## config.mk

```make
export PLATFORM = sky130hd
export DESIGN_NAME = filter_sched
export DESIGN_NICKNAME = d
export VERILOG_FILES = /design/src/rtl/filter_sched.sv
export SDC_FILE = /design/constraint.sdc
export NUM_CORES = 1
export LEC_CHECK = 0
export ABC_AREA = 1
export BUFFER_PORTS_ARGS = -buffer_cell sky130_fd_sc_hd__buf_2
export CAP_MARGIN = 25
export CORE_MARGIN = 2
export CORE_UTILIZATION = 50
export DETAILED_ROUTE_END_ITERATION = 6
export PLACE_DENSITY = 0.7
export SETUP_SLACK_MARGIN = 0.2
export SYNTH_ARGS = -nofsm -noshare
export SYNTH_HDL_FRONTEND = slang
export SYNTH_SLANG_ARGS = --single-unit
```

## constraint.sdc

```tcl
create_clock -name clk -period 3.7 [get_ports clk]
set_clock_uncertainty 0.05 [all_clocks]
set_input_delay 0 -clock clk [delete_from_list [all_inputs] [get_ports clk]]
set_output_delay 0 -clock clk [all_outputs]
set_load 0.1 [all_outputs]
```

## src/rtl/filter_sched.sv

```systemverilog
// rtl/filter_sched.sv - job sequencer that issues filter-index groups to the decoder
//
// Takes a job (base index, filter count), then issues NUM_MACRO consecutive
// indices per decoder request. After each request it waits for out_valid and
// idles GAP_CYCLES before the next request. When the job is exhausted it
// pulses done.
//
// Optional build macro: FILTER_SCHED_TIMEOUT_EN. When it is defined, a WAIT
// watchdog abandons the job after MAX_WAIT silent cycles and raises the
// sticky timeout_err flag.
//
// Ports:
//   clk, rst_n            clock; synchronous active-low reset
//   job_valid/job_ready   job handshake (job_ready is high only in IDLE)
//   job_base, job_count   first filter index, number of filters (clipped to OUT_CH)
//   in_valid              one-cycle request strobe to the decoder
//   WHICH_FILTER          per-macro index; macro m in [m*BIT_OUT_CH +: BIT_OUT_CH]
//   macro_en              per-macro qualifier for WHICH_FILTER
//   out_valid             decoder completion, sampled in WAIT only
//   busy, done            not-IDLE status; one-cycle end-of-job pulse
//   timeout_err           sticky watchdog error, cleared on job acceptance
module filter_sched #(
    parameter int NUM_MACRO  = 1,
    parameter int OUT_CH     = 64,
    parameter int GAP_CYCLES = 3,
    parameter int MAX_WAIT   = 100,
    localparam int BIT_OUT_CH = $clog2(OUT_CH)
) (
    input  logic                            clk,
    input  logic                            rst_n,
    input  logic                            job_valid,
    output logic                            job_ready,
    input  logic [BIT_OUT_CH-1:0]           job_base,
    input  logic [BIT_OUT_CH:0]             job_count,
    output logic                            in_valid,
    output logic [NUM_MACRO*BIT_OUT_CH-1:0] WHICH_FILTER,
    output logic [NUM_MACRO-1:0]            macro_en,
    input  logic                            out_valid,
    output logic                            busy,
    output logic                            done,
    output logic                            timeout_err
);
    localparam int CNT_W = BIT_OUT_CH + 1;
    localparam int GAP_W = (GAP_CYCLES > 1) ? $clog2(GAP_CYCLES) : 1;

    typedef enum logic [2:0] {S_IDLE, S_ISSUE, S_WAIT, S_GAP, S_DONE} state_t;

    state_t                          state_q, state_d;
    logic [BIT_OUT_CH-1:0]           base_q, base_d;
    logic [CNT_W-1:0]                count_q, count_d;
    logic [CNT_W-1:0]                issued_q, issued_d;
    logic [GAP_W-1:0]                gap_q, gap_d;
    logic [NUM_MACRO*BIT_OUT_CH-1:0] which_q, which_d;
    logic [NUM_MACRO-1:0]            en_q, en_d;
    logic                            err_q, err_d;
    logic [CNT_W:0]                  issued_next_w;
    logic [CNT_W-1:0]                clipped_count;

`ifdef FILTER_SCHED_TIMEOUT_EN
    localparam int WAIT_W = $clog2(MAX_WAIT + 1);
    logic [WAIT_W-1:0] wait_q, wait_d;
`else
    logic unused_max_wait;
    assign unused_max_wait = (MAX_WAIT > 0);
`endif

    always_comb begin
        state_d  = state_q;
        base_d   = base_q;
        count_d  = count_q;
        issued_d = issued_q;
        gap_d    = gap_q;
        err_d    = err_q;
        which_d  = '0;
        en_d     = '0;
`ifdef FILTER_SCHED_TIMEOUT_EN
        wait_d   = wait_q;
`endif
        // One bit wider than issued so the completion compare cannot wrap.
        issued_next_w = {1'b0, issued_q} + (CNT_W+1)'(NUM_MACRO);
        clipped_count = (job_count > CNT_W'(OUT_CH)) ? CNT_W'(OUT_CH) : job_count;

        case (state_q)
            S_IDLE: begin
                if (job_valid) begin
                    base_d   = job_base;
                    count_d  = clipped_count;
                    issued_d = '0;
                    err_d    = 1'b0;
                    state_d  = (clipped_count == '0) ? S_DONE : S_ISSUE;
                end
            end
            S_ISSUE: begin
                state_d = S_WAIT;
`ifdef FILTER_SCHED_TIMEOUT_EN
                wait_d  = '0;
`endif
            end
            S_WAIT: begin
                if (out_valid) begin
                    issued_d = issued_next_w[CNT_W-1:0];
                    if (issued_next_w >= {1'b0, count_q}) begin
                        state_d = S_DONE;
                    end else if (GAP_CYCLES == 0) begin
                        state_d = S_ISSUE;
                    end else begin
                        state_d = S_GAP;
                        gap_d   = '0;
                    end
                end
`ifdef FILTER_SCHED_TIMEOUT_EN
                // A response on the final permitted cycle wins over the timeout.
                else if (wait_q == WAIT_W'(MAX_WAIT - 1)) begin
                    err_d   = 1'b1;
                    state_d = S_DONE;
                end else begin
                    wait_d = wait_q + 1'b1;
                end
`endif
            end
            S_GAP: begin
                if (gap_q == GAP_W'(GAP_CYCLES - 1)) begin
                    state_d = S_ISSUE;
                end else begin
                    gap_d = gap_q + 1'b1;
                end
            end
            S_DONE: begin
                state_d = S_IDLE;
            end
            default: begin
                state_d = S_IDLE;
            end
        endcase

        // Index/qualifier registers are loaded on entry to ISSUE, held through
        // WAIT and cleared everywhere else, so they line up with in_valid.
        if (state_d == S_ISSUE) begin
            for (int m = 0; m < NUM_MACRO; m++) begin
                which_d[m*BIT_OUT_CH +: BIT_OUT_CH] =
                    base_d + issued_d[BIT_OUT_CH-1:0] + BIT_OUT_CH'(m);
                en_d[m] = (({1'b0, issued_d} + (CNT_W+1)'(m)) < {1'b0, count_d});
            end
        end else if (state_d == S_WAIT) begin
            which_d = which_q;
            en_d    = en_q;
        end
    end

    always_ff @(posedge clk) begin
        if (!rst_n) begin
            state_q  <= S_IDLE;
            base_q   <= '0;
            count_q  <= '0;
            issued_q <= '0;
            gap_q    <= '0;
            which_q  <= '0;
            en_q     <= '0;
            err_q    <= 1'b0;
`ifdef FILTER_SCHED_TIMEOUT_EN
            wait_q   <= '0;
`endif
        end else begin
            state_q  <= state_d;
            base_q   <= base_d;
            count_q  <= count_d;
            issued_q <= issued_d;
            gap_q    <= gap_d;
            which_q  <= which_d;
            en_q     <= en_d;
            err_q    <= err_d;
`ifdef FILTER_SCHED_TIMEOUT_EN
            wait_q   <= wait_d;
`endif
        end
    end

    assign job_ready    = (state_q == S_IDLE);
    assign busy         = (state_q != S_IDLE);
    assign in_valid     = (state_q == S_ISSUE);
    assign done         = (state_q == S_DONE);
    assign WHICH_FILTER = which_q;
    assign macro_en     = en_q;
`ifdef FILTER_SCHED_TIMEOUT_EN
    assign timeout_err  = err_q;
`else
    assign timeout_err  = 1'b0;
`endif

endmodule
```

==> results.ini <==
[yosys]
synth_cell_types=33
synth.avg_cell_area_sq_um=6.85
synth_area_sq_um=2170
synth_edf_count=0
synth_cells=316
synth-seq-area-share_pct=29.6
synth_top_flop_cell=dfxtp_1
yosys_warnings=0
syn_nets=354
async_reset_ff_share_pct=0
ys_ff_latch=32

[sta]
slew_headroom_pct=31.8
setup_violations=0
fmax_mhz=351
hold_viol=0
setup_slack_ns=0.850
worstMarginPinSlew_ns=1.02
grt_setup_unrepaired=no
period_needed_ns=2.85
finalMaxSlewViolations=0
whs_ns=0.0153
fin_crit_sh_pct=77.0
setup_tns_ns=0

[drt]
dr.pass1.iters=4
wire_per_inst_microns=12.1
vias=2031
ant_nets=0
via_per_inst=5.01
drt_iter0_drc=85
drcViolationCount=0
drt_wl_total_microns=4900

[worst_setup_path]
start_kind=flop
cp_top_family=simple AND/OR/NAND/NOR gates
critPathMaxFanout=17
crit_slowest_cell=fa_1
rr_worst_depth=13
critPathKind=reg2reg
path_cells=nor2_4, nand3_4, inv_1, or2_2, inv_1, a21oi_1, ha_1, inv_1, fa_1, o21ai_0, xor2_1, nand2_1, a21oi_1
path_buf_inv=3
cp.required_ns=3.86
slowest_delay_ns=0.41
crit_cells=13
crit_path_end_kind=flop
cp_common_cell=inv_1
arrival_ns=3.01

[die]
initial_core_util_pct=53.0
dieArea_sq_um=4870
coreArea_sq_um=4090
rows=23
die_w_microns=69.8
fp.dieH_microns=69.8
io_pins=29

[global_routing]
track_usage_pct=22.6
grt_pass1_wl_microns=8780
grt_pass1_vias=2012
grt_max_degree=32
gr-total-overflow=0
antenna_found_initial=0

[clock_tree]
clockBufferDepth=2
htreeDepth=2
clock-sinks=32
cts-resized-gates=0
insertion_delay_ns=0.29
cts.clk_slew.worst_paths_ns=0.07
cts_tree=yes
clockRootBuffer=clkbuf_8
numCtsBuffers=5

[pwr]
powerDensity_nw_per_um2=500
leakagePower_nw=1.31
ir_drop_mv=0.339

[layout]
diodes=0
drive_gt1_share_pct=16.9
area_growth_pct=17.4
num-fill-cells=389
final_core_util_pct=62.2
final_cells=405
num-nets-final=393

[placed_design]
pre_cts_ws_ns=0.888
hpwl_microns=3820
dp.cells=387
gp_congestion=0.890
port_buffers=27

[worst_hold_path]
hold_class=in2reg
hold_depth=5

[run]
drv_cap=0

[status]
status=finished, final reports clean

-- kinds of logic after synthesis --
logic type / after synthesis / synth area share [%]
XOR/XNOR: 8 / 3.24
AND/OR/NAND/NOR: 142 / 29.5
adder cells (fa/ha/maj): 21 / 12.5
flip-flops: 32 / 29.6
other: 1 / 0.173
AO/OA/AOI/OAI: 52 / 14.4
buffers and inverters: 60 / 10.6
-- final timing paths --
path	endpoint	startpoint	slack, ns
worst min register to register	WHICH_FILTER[4]	WHICH_FILTER[4]	0.41
worst min-delay path	count_q[0]	job_count[0]	0.02
worst max-delay path	WHICH_FILTER[4]	state_q[0]	0.85
worst max register to register	WHICH_FILTER[4]	state_q[0]	0.85
-- report_power, final --
part | total [mW] | switching [mW] | internal [mW]
sequential | 0.409 | 0.0249 | 0.384
clock | 0.293 | 0.127 | 0.166
combinational | 0.570 | 0.412 | 0.158
total | 1.27 | 0.564 | 0.707
-- layout by cell type (no fill, tap or decap), types with 2 or more instances in the layout --
cell type	count
a21oi_1	27
clkbuf_8	7
inv_2	7
or2_2	5
o21ai_0	7
xnor2_1	3
ha_1	20
xor2_1	5
a22oi_1	4
nor2_1	40
a211oi_1	5
nand2_1	69
nand2_2	4
dlygate4sd3_1	11
nor2_4	3
nand4_1	2
dfxtp_1	32
nor2_2	2
nand2_4	2
nor3_1	3
nand3_1	10
o211ai_1	4
inv_1	47
buf_2	27
-- cells in the mapped netlist (all sizes together) (5+ instances only) --
| cell | count | area, sq um |
|---|---|---|
| xor2 | 5 | 43.8 |
| a21oi | 27 | 135 |
| o21ai | 9 | 56.3 |
| nor2 | 45 | 196 |
| a211oi | 5 | 37.5 |
| nand3 | 11 | 67.6 |
| or2 | 5 | 31.3 |
| inv | 54 | 203 |
| dfxtp | 32 | 641 |
| nand2 | 75 | 307 |
| ha | 20 | 250 |
-- through the flow --
| step | total power [mW] | cell area, sq um |
|---|---|---|
| floorplan | 0.876 | 2170 |
| global placement | 0.971 | 2340 |
| detailed placement | 0.980 | 2340 |
| CTS | 1.28 | 2540 |
| global route | 1.37 | 2540 |
| finish | 1.27 | 2540 |
-- final cells by class --
| type | count | area [sq um] | area share [%] |
|---|---|---|---|
| multi-input cells | 224 | 1290 | 50.9 |
| flip-flops and latches | 32 | 641 | 25.2 |
| repair buffers | 38 | 245 | 9.65 |
| inverters | 54 | 203 | 7.97 |
| clock buffers | 7 | 96.3 | 3.79 |
| well taps | 50 | 62.6 | 2.46 |
-- registers in the layout, summed over array words and instances, names as in the netlist --
register / flops
WHICH_FILTER: 6
base_q: 6
count_q: 7
gap_q: 2
issued_q: 7
macro_en: 1
state_q: 3
-- per-layer routing --
metal | routed length (microns) | track usage [%] | vias up
li1 | - | - | 1082
met1 | 2300 | 27.6 | 907
met2 | 2330 | 38.4 | 33
met3 | 164 | 5.23 | 9
met4 | 104 | 8.33 | 0
met5 | 0 | 0 | -
-- timing repair --
action / in CTS / in global routing
hold buffers: 11 / 0
endpoints found under the hold margin: 11 / 0
setup buffers: 0 / 0
-- tightest hold or removal path: stages --
cell	delay [ns]
buf_2	0.10
inv_1	0.05
o21ai_1	0.08
inv_1	0.05
nor2_1	0.03
(Power assumes the default switching activity.)
